### config.mk
export PLATFORM = sky130hd
export DESIGN_NAME = fc_relu_out_buffer
export DESIGN_NICKNAME = d
export VERILOG_FILES = /design/src/rtl/fc_relu_out_buffer.sv
export SDC_FILE = /design/constraint.sdc
export NUM_CORES = 1
export LEC_CHECK = 0
export CORE_UTILIZATION = 26
export CTS_CLUSTER_DIAMETER = 60
export CTS_CLUSTER_SIZE = 20
export DETAILED_ROUTE_END_ITERATION = 12
export PLACE_DENSITY = 0.38
export SYNTH_ARGS = -nofsm -noshare
export SYNTH_HDL_FRONTEND = slang
export SYNTH_SLANG_ARGS = --single-unit
### constraint.sdc
create_clock -name clk -period 2.8 [get_ports clk]
set_input_delay 0.28 -clock clk [delete_from_list [all_inputs] [get_ports clk]]
set_output_delay 0.28 -clock clk [all_outputs]
set_load 0.005 [all_outputs]
### src/rtl/fc_relu_out_buffer.sv
// ---------------------------------------------------------------------------
// fc_relu_out_buffer
//
// Output stage for the fully-connected layer. Each accepted element gets
// ReLU followed by an arithmetic right shift by SHIFT. The result is tagged
// with an end-of-vector flag on every M-th element. It is then stored in a
// DEPTH-entry first-word-fall-through FIFO and re-emitted with valid/ready.
//
// Parameters
//   M      elements per output vector (>=1)
//   T      data width, signed two's complement
//   DEPTH  FIFO capacity in elements (>=2, need not be a power of 2)
//   SHIFT  right-shift applied after ReLU (0..T-1)
//
// Ports
//   clk           clock, all state on rising edge
//   reset         synchronous active-high reset
//   input_valid   upstream element valid
//   input_ready   space available (count < DEPTH)
//   input_data    signed element from the fc layer
//   output_valid  head element valid (count != 0)
//   output_ready  downstream accepts the head element
//   output_data   transformed head element, 0 when output_valid=0
//   output_last   end-of-vector flag of head element, 0 when output_valid=0
// ---------------------------------------------------------------------------
module fc_relu_out_buffer #(
   parameter int M     = 6,
   parameter int T     = 8,
   parameter int DEPTH = 8,
   parameter int SHIFT = 0
) (
   input  logic         clk,
   input  logic         reset,
   input  logic         input_valid,
   output logic         input_ready,
   input  logic [T-1:0] input_data,
   output logic         output_valid,
   input  logic         output_ready,
   output logic [T-1:0] output_data,
   output logic         output_last
);

   localparam int PW = (DEPTH > 1) ? $clog2(DEPTH) : 1;
   localparam int CW = $clog2(DEPTH + 1);
   localparam int IW = (M > 1) ? $clog2(M) : 1;

   localparam logic [PW-1:0] PTR_LAST   = PW'(DEPTH - 1);
   localparam logic [CW-1:0] COUNT_FULL = CW'(DEPTH);
   localparam logic [IW-1:0] IDX_LAST   = IW'(M - 1);

   // Each entry is {last, y}
   logic [T:0]          mem_q [DEPTH];
   logic [PW-1:0]       wr_ptr_q, wr_ptr_d;
   logic [PW-1:0]       rd_ptr_q, rd_ptr_d;
   logic [CW-1:0]       count_q, count_d;
   logic [IW-1:0]       in_idx_q, in_idx_d;

   logic                push;
   logic                pop;
   logic signed [T-1:0] x_s;
   logic signed [T-1:0] shifted;
   logic [T-1:0]        relu_y;
   logic                last_in;
   logic [T:0]          head;

   // Handshake flags depend only on the occupancy register, so there is no
   // combinational path from output_ready to input_ready.
   assign input_ready  = (count_q < COUNT_FULL);
   assign output_valid = (count_q != '0);
   assign push         = input_valid && input_ready;
   assign pop          = output_valid && output_ready;

   // ReLU first, then shift: a non-negative value shifted right can never
   // go negative or overflow, so the result stays in T bits.
   assign x_s     = input_data;
   assign shifted = x_s >>> SHIFT;
   assign relu_y  = x_s[T-1] ? '0 : shifted;
   assign last_in = (in_idx_q == IDX_LAST);

   // First-word-fall-through head; gated to zero when the FIFO is empty
   assign head        = mem_q[rd_ptr_q];
   assign output_data = output_valid ? head[T-1:0] : '0;
   assign output_last = output_valid ? head[T] : 1'b0;

   always_comb begin
      wr_ptr_d = wr_ptr_q;
      rd_ptr_d = rd_ptr_q;
      count_d  = count_q;
      in_idx_d = in_idx_q;

      // Explicit wrap compares keep non-power-of-2 depths correct
      if (push) begin
         wr_ptr_d = (wr_ptr_q == PTR_LAST) ? '0 : wr_ptr_q + 1'b1;
         in_idx_d = last_in ? '0 : in_idx_q + 1'b1;
      end
      if (pop) begin
         rd_ptr_d = (rd_ptr_q == PTR_LAST) ? '0 : rd_ptr_q + 1'b1;
      end

      case ({push, pop})
         2'b10:   count_d = count_q + 1'b1;
         2'b01:   count_d = count_q - 1'b1;
         default: count_d = count_q;
      endcase
   end

   always_ff @(posedge clk) begin
      if (reset) begin
         wr_ptr_q <= '0;
         rd_ptr_q <= '0;
         count_q  <= '0;
         in_idx_q <= '0;
      end else begin
         wr_ptr_q <= wr_ptr_d;
         rd_ptr_q <= rd_ptr_d;
         count_q  <= count_d;
         in_idx_q <= in_idx_d;
      end
   end

   // Storage needs no reset: an empty FIFO never exposes an entry
   always_ff @(posedge clk) begin
      if (!reset && push) begin
         mem_q[wr_ptr_q] <= {last_in, relu_y};
      end
   end

endmodule

Yosys cells after proc, flatten, opt, wreduce, memory -nomap -nowiden
Memory sizes are Yosys's and may differ from the RTL's. A register that Yosys moved wholly into a read port is not among the register bits.
Index checks and enable logic that the tools add are counted.
{"block": "totals", "register_bits": 13, "mem_bits_rw": 64, "input_bits": 12, "output_inout_bits": 11, "wordCells": 33, "memories": 1}
{"block": "classes", "addsub": 5, "magnitude_cmp": 1, "n_eq_ne": 5, "n_mux": 11, "n_reduce_logical": 6}
{"memory": "mem_q", "words": 8, "word_bits": 8, "rd": 1, "rd_clocked_by_memory_dff": 1, "wr": 1, "line": "52", "source": "logic [T:0] mem_q [DEPTH];"}
{"cell": "$mux 3", "count": 5}
{"cell": "$add 3x1->3 const B", "count": 3}
{"cell": "$eq 3x3->1 const B", "count": 3}
{"cell": "$mux 8", "count": 1}
{"cell": "$pmux 4 s2", "count": 1}
{"cell": "$mux 7", "count": 1}
{"cell": "$add 4x1->4 const B", "count": 1}
{"cell": "$lt 4x4->1 const B", "count": 1}
{"cell": "$reduce_bool 4->1", "count": 1}
{"cell": "$sub 4x1->4 const B", "count": 1}
{"cell": "$logic_and 1x1->1", "count": 3}
{"cell": "$mux 1", "count": 3}
{"cell": "$eq 2x1->1 const B", "count": 1}
{"cell": "$eq 2x2->1 const B", "count": 1}
{"cell": "$reduce_bool 2->1", "count": 1}
{"cell": "$logic_not 1->1", "count": 1}

Longest topological paths before layout
{"block": "logic_depth", "word_depth": 5, "ltp_mapped": 12, "ltp_nobuf": 11}

Worst setup path before layout
No wires, ideal clock.
{"block": "synth_path", "kind": "register to register", "startpoint": "register count_q[1]", "endpoint": "register count_q[2]", "setup_ps": 71, "arrival_time_ps": 2358, "t_required_ps": 2729, "setup_slack_ps": 372, "path_stages_with_launch": 13, "path_cell_list": "dfxtp_1 buf_6 nor4_4 inv_4 nand2_4 inv_1 ha_1 xor2_1 ha_1 a21oi_1 xor2_1 or3_2 a21oi_1"}
{"block": "synth_between", "elab_chain_len": 4, "word_cells_on_any_way": 10, "classes_between": "2 x add/sub; 1 x order compare; 2 x eq/ne; 1 x mux; 4 x reduce/logical"}
{"element": "from (decl)", "line": "55", "source": "logic [CW-1:0] count_q, count_d;"}
{"element": "from (signal assigned)", "line": "116", "source": "count_q <= count_d;"}
{"element": "$reduce_bool 4->1 (*)", "line": "69", "source": "assign output_valid = (count_q != '0);"}
{"element": "via output_valid", "line": "37", "source": "output logic output_valid,"}
{"element": "$logic_and 1x1->1 (*)", "line": "71", "source": "assign pop = output_valid && output_ready;"}
{"element": "$eq 2x1->1 or $eq 2x2->1 (tied branches)", "line": "100", "source": "case ({push, pop})"}
{"element": "$pmux 4 s2 or $reduce_bool 2->1 (tied branches)"}
Mark *: on every way through the listed nets, which the timed path passes. The rest lies on a longest branch.
A chain may end at the register's enable or synchronous reset.

==> metrics.txt <==
crit path launch type register; Hold Crit Start in_idx_q[2]; fraction of layout cells with a size suffix above 1 a little over a fifth; Tcrit/Tclk final between 80% and 90%; CP Max Fanout 16; commonest non-fill, non-tap cell in the layout edfxtp_1; CP delay by family, top buffers and inverters; status finished clean; cells on worst reg2reg path 11; grt ovf 0; hold buffer count at cts 0; clk root buf clkbuf_16; Area growth syn-to-layout 24.1%; initial core utilization a little over a quarter; # IOs 23; Clock Skew around 0.007 ns; DIE WIDTH around 110 microns; Final Instance Area between 4000 and 5000 sq um; CP max-delay cell mux4_2; Comb pwr share roughly 25%; setup bufs post-CTS 0; Ant. Diodes 0; Hold Path Class register to register; Core Rows 40; I/O Buffers 21; WL final 6640 microns; RR Startpoint count_q[0]; Worst R2R End count_q[2]; synthesized instance count 203; Slew HR between 50% and 60%; clock power share between 30 and 40%; kind of critical path register to output port; vias in the first global route approximately 1800; Reg power frac 40.6%; gpl congestion ~0.73; #FFs+latches synth 80; utilization after layout ~34%; Max Cap Violations 0; WHS Path Cells 2; Net Switching 967 uW; 1st-pass router iterations 4; Clock Sinks 80; most frequent cells in the layout edfxtp_1, nor2_1, clkdlybuf4s50_1; CP cell instances buf_4 -> mux4_2 -> mux2i_1 -> nor2_1 -> clkdlybuf4s50_1; worst slew pin tran approximately 0.64 ns; Synth Cell Area 3300 sq um; Die Span Y between 100 and 150 microns; cell internal pwr 2.53 mW; final setup TNS 0 ns; post-route ant nets 0; TritonCTS clock tree done; min cycle time layout roughly 2.5 ns; Detail Placement HPWL 4500 microns; final number of hold-violating endpoints 0; share of the synthesized area in the top cell type 58.2%; power per cell area roughly 850 nW/um^2; Leak between 1 and 1.5 nW; initial DRC count 52; required time of the critical path between 2 and 3 ns; Max Freq about 0.4 GHz; crit end category output port; initial antenna violation count 0; H-Tree Depth 3; CTS buffer count 9; DRC violation count after routing 0; RSZ-0062 raised after global routing false; post-CTS sizing 0; via count 1748; Slew Limit Fails 0; WP data arrival between 2 and 2.5 ns; YS warnings 0; largest net degree at the start of global routing 17; Min-Delay Endpoint in_idx_q[2]; Synth cell types 34; Mapped Avg Cell Area 16.3 sq um; Worst VDD drop between 0.3 and 0.4 mV; GRT Util Overall between 10% and 20%; Clk pin slew, worst setup/hold paths approximately 0.060 ns; DR vias/cell 4.20; top cells by area, synth edfxtp_1, mux4_2, dfxtp_1; Core Area between 10000 and 15000 sq um; Die ar. between 10000 and 15000 sq um; reg2reg setup slack 0.39 ns; Yosys top cell by area edfxtp_1; final net count 262; DP Area about 3800 sq um; final setup violating endpoints 0; switch share between 20% and 30%; Longest Clk Path Bufs 2; routed len/inst between 15 and 20 microns; Seq/Total Area, Yosys 67.9%; first-pass GRT wire length 10400 microns; Syn Nets approximately 220; Worst Path Buf+Inv 2; CP max stage delay roughly 0.58 ns; worst-skew pair later-pin latency around 0.33 ns
-- cells by family (layout without fill, tap and decap cells) --
family | count (synthesis) | in the layout | share of synthesized area, %
adder cells (fa/ha/maj) | 7 | 7 | 2.65
AO/OA/AOI/OAI | 13 | 13 | 2.08
flip-flops | 80 | 80 | 67.9
other | 1 | 1 | 0.114
XOR/XNOR | 4 | 4 | 1.06
AND/OR/NAND/NOR | 59 | 59 | 9.62
buffers and inverters | 12 | 57 | 2.31
multiplexers | 27 | 27 | 14.3
-- synth_stat cells (all sizes together) --
| cell | number |
|---|---|
| mux2 | 1 |
| dfxtp | 16 |
| nand2b | 2 |
| o21ai | 2 |
| inv | 4 |
| a211o | 1 |
| clkbuf | 2 |
| mux4 | 16 |
| nand3 | 1 |
| buf | 6 |
| and3b | 1 |
| xnor2 | 1 |
| mux2i | 10 |
| ha | 7 |
| a21oi | 10 |
| nand2 | 12 |
| nand4b | 2 |
| edfxtp | 64 |
| nor2b | 9 |
| or3 | 4 |
| xor2 | 3 |
| nor3 | 4 |
| conb | 1 |
| nor2 | 22 |
| nand3b | 1 |
| nor4 | 1 |
-- through the flow --
stage | hold slack (ns) | power, mW | std cells | setup slack, ns
final | 0.478 | 3.49 | 416 | 0.289
after global routing | 0.511 | 3.67 | 416 | 0.155
after CTS | 0.483 | 3.56 | 416 | 0.244
after detailed placement | 0.473 | 2.34 | 400 | 0.188
after global placement | 0.469 | 2.34 | 400 | 0.246
after floorplan | 0.349 | 1.99 | 203 | 0.372
-- power groups by stage --
stage | clock [mW] | sequential, mW | combinational [mW]
4_1_cts | 1.24 | 1.42 | 0.900
2_1_floorplan | 0 | 1.42 | 0.572
5_1_grt | 1.28 | 1.43 | 0.968
3_5_place_dp | 0 | 1.44 | 0.898
3_3_place_gp | 0 | 1.44 | 0.898
6_report | 1.21 | 1.42 | 0.870
-- worst max path at each step --
| stage | cells past startpoint | slack, ns | startpoint | end |
|---|---|---|---|---|
| finish | 5 | 0.29 | register | output_last |
| global route | 5 | 0.15 | register | output_last |
| CTS | 5 | 0.24 | register | output_last |
| detailed placement | 10 | 0.19 | input_valid | count_q[2] |
| global placement | 10 | 0.25 | input_valid | count_q[2] |
| floorplan | 12 | 0.37 | count_q[1] | count_q[2] |
-- metal layers --
metal	part of all wire, %	routed length (microns)	up-vias	track usage, %
met4	1.4	95	0	5.19
met5	0	0	-	0
li1	-	-	849	-
met3	2.5	166	7	3.02
met1	48	3220	873	15.0
met2	48	3160	19	17.4
-- layout make-up --
class	instances	area [sq um]
timing repair buffer	37	330
fill	1215	8110
multi-input combinational	111	985
clock buffer	9	225
clock inverter	7	90.1
inverter	4	17.5
sequential	80	2240
tap	168	210
-- state kept, by name, summed over array words and instances, names as in the netlist, named ones only --
signal	flops
mem_q	64
wr_ptr_q	3
rd_ptr_q	3
in_idx_q	3
count_q	4
-- tightest hold or removal path, cell delays in order, from the launching register on --
cell     delay (ns)
dfxtp_1        0.32
nand2_1        0.06
a21oi_1        0.05
No activity file was read; power rests on OpenSTA's default activity.
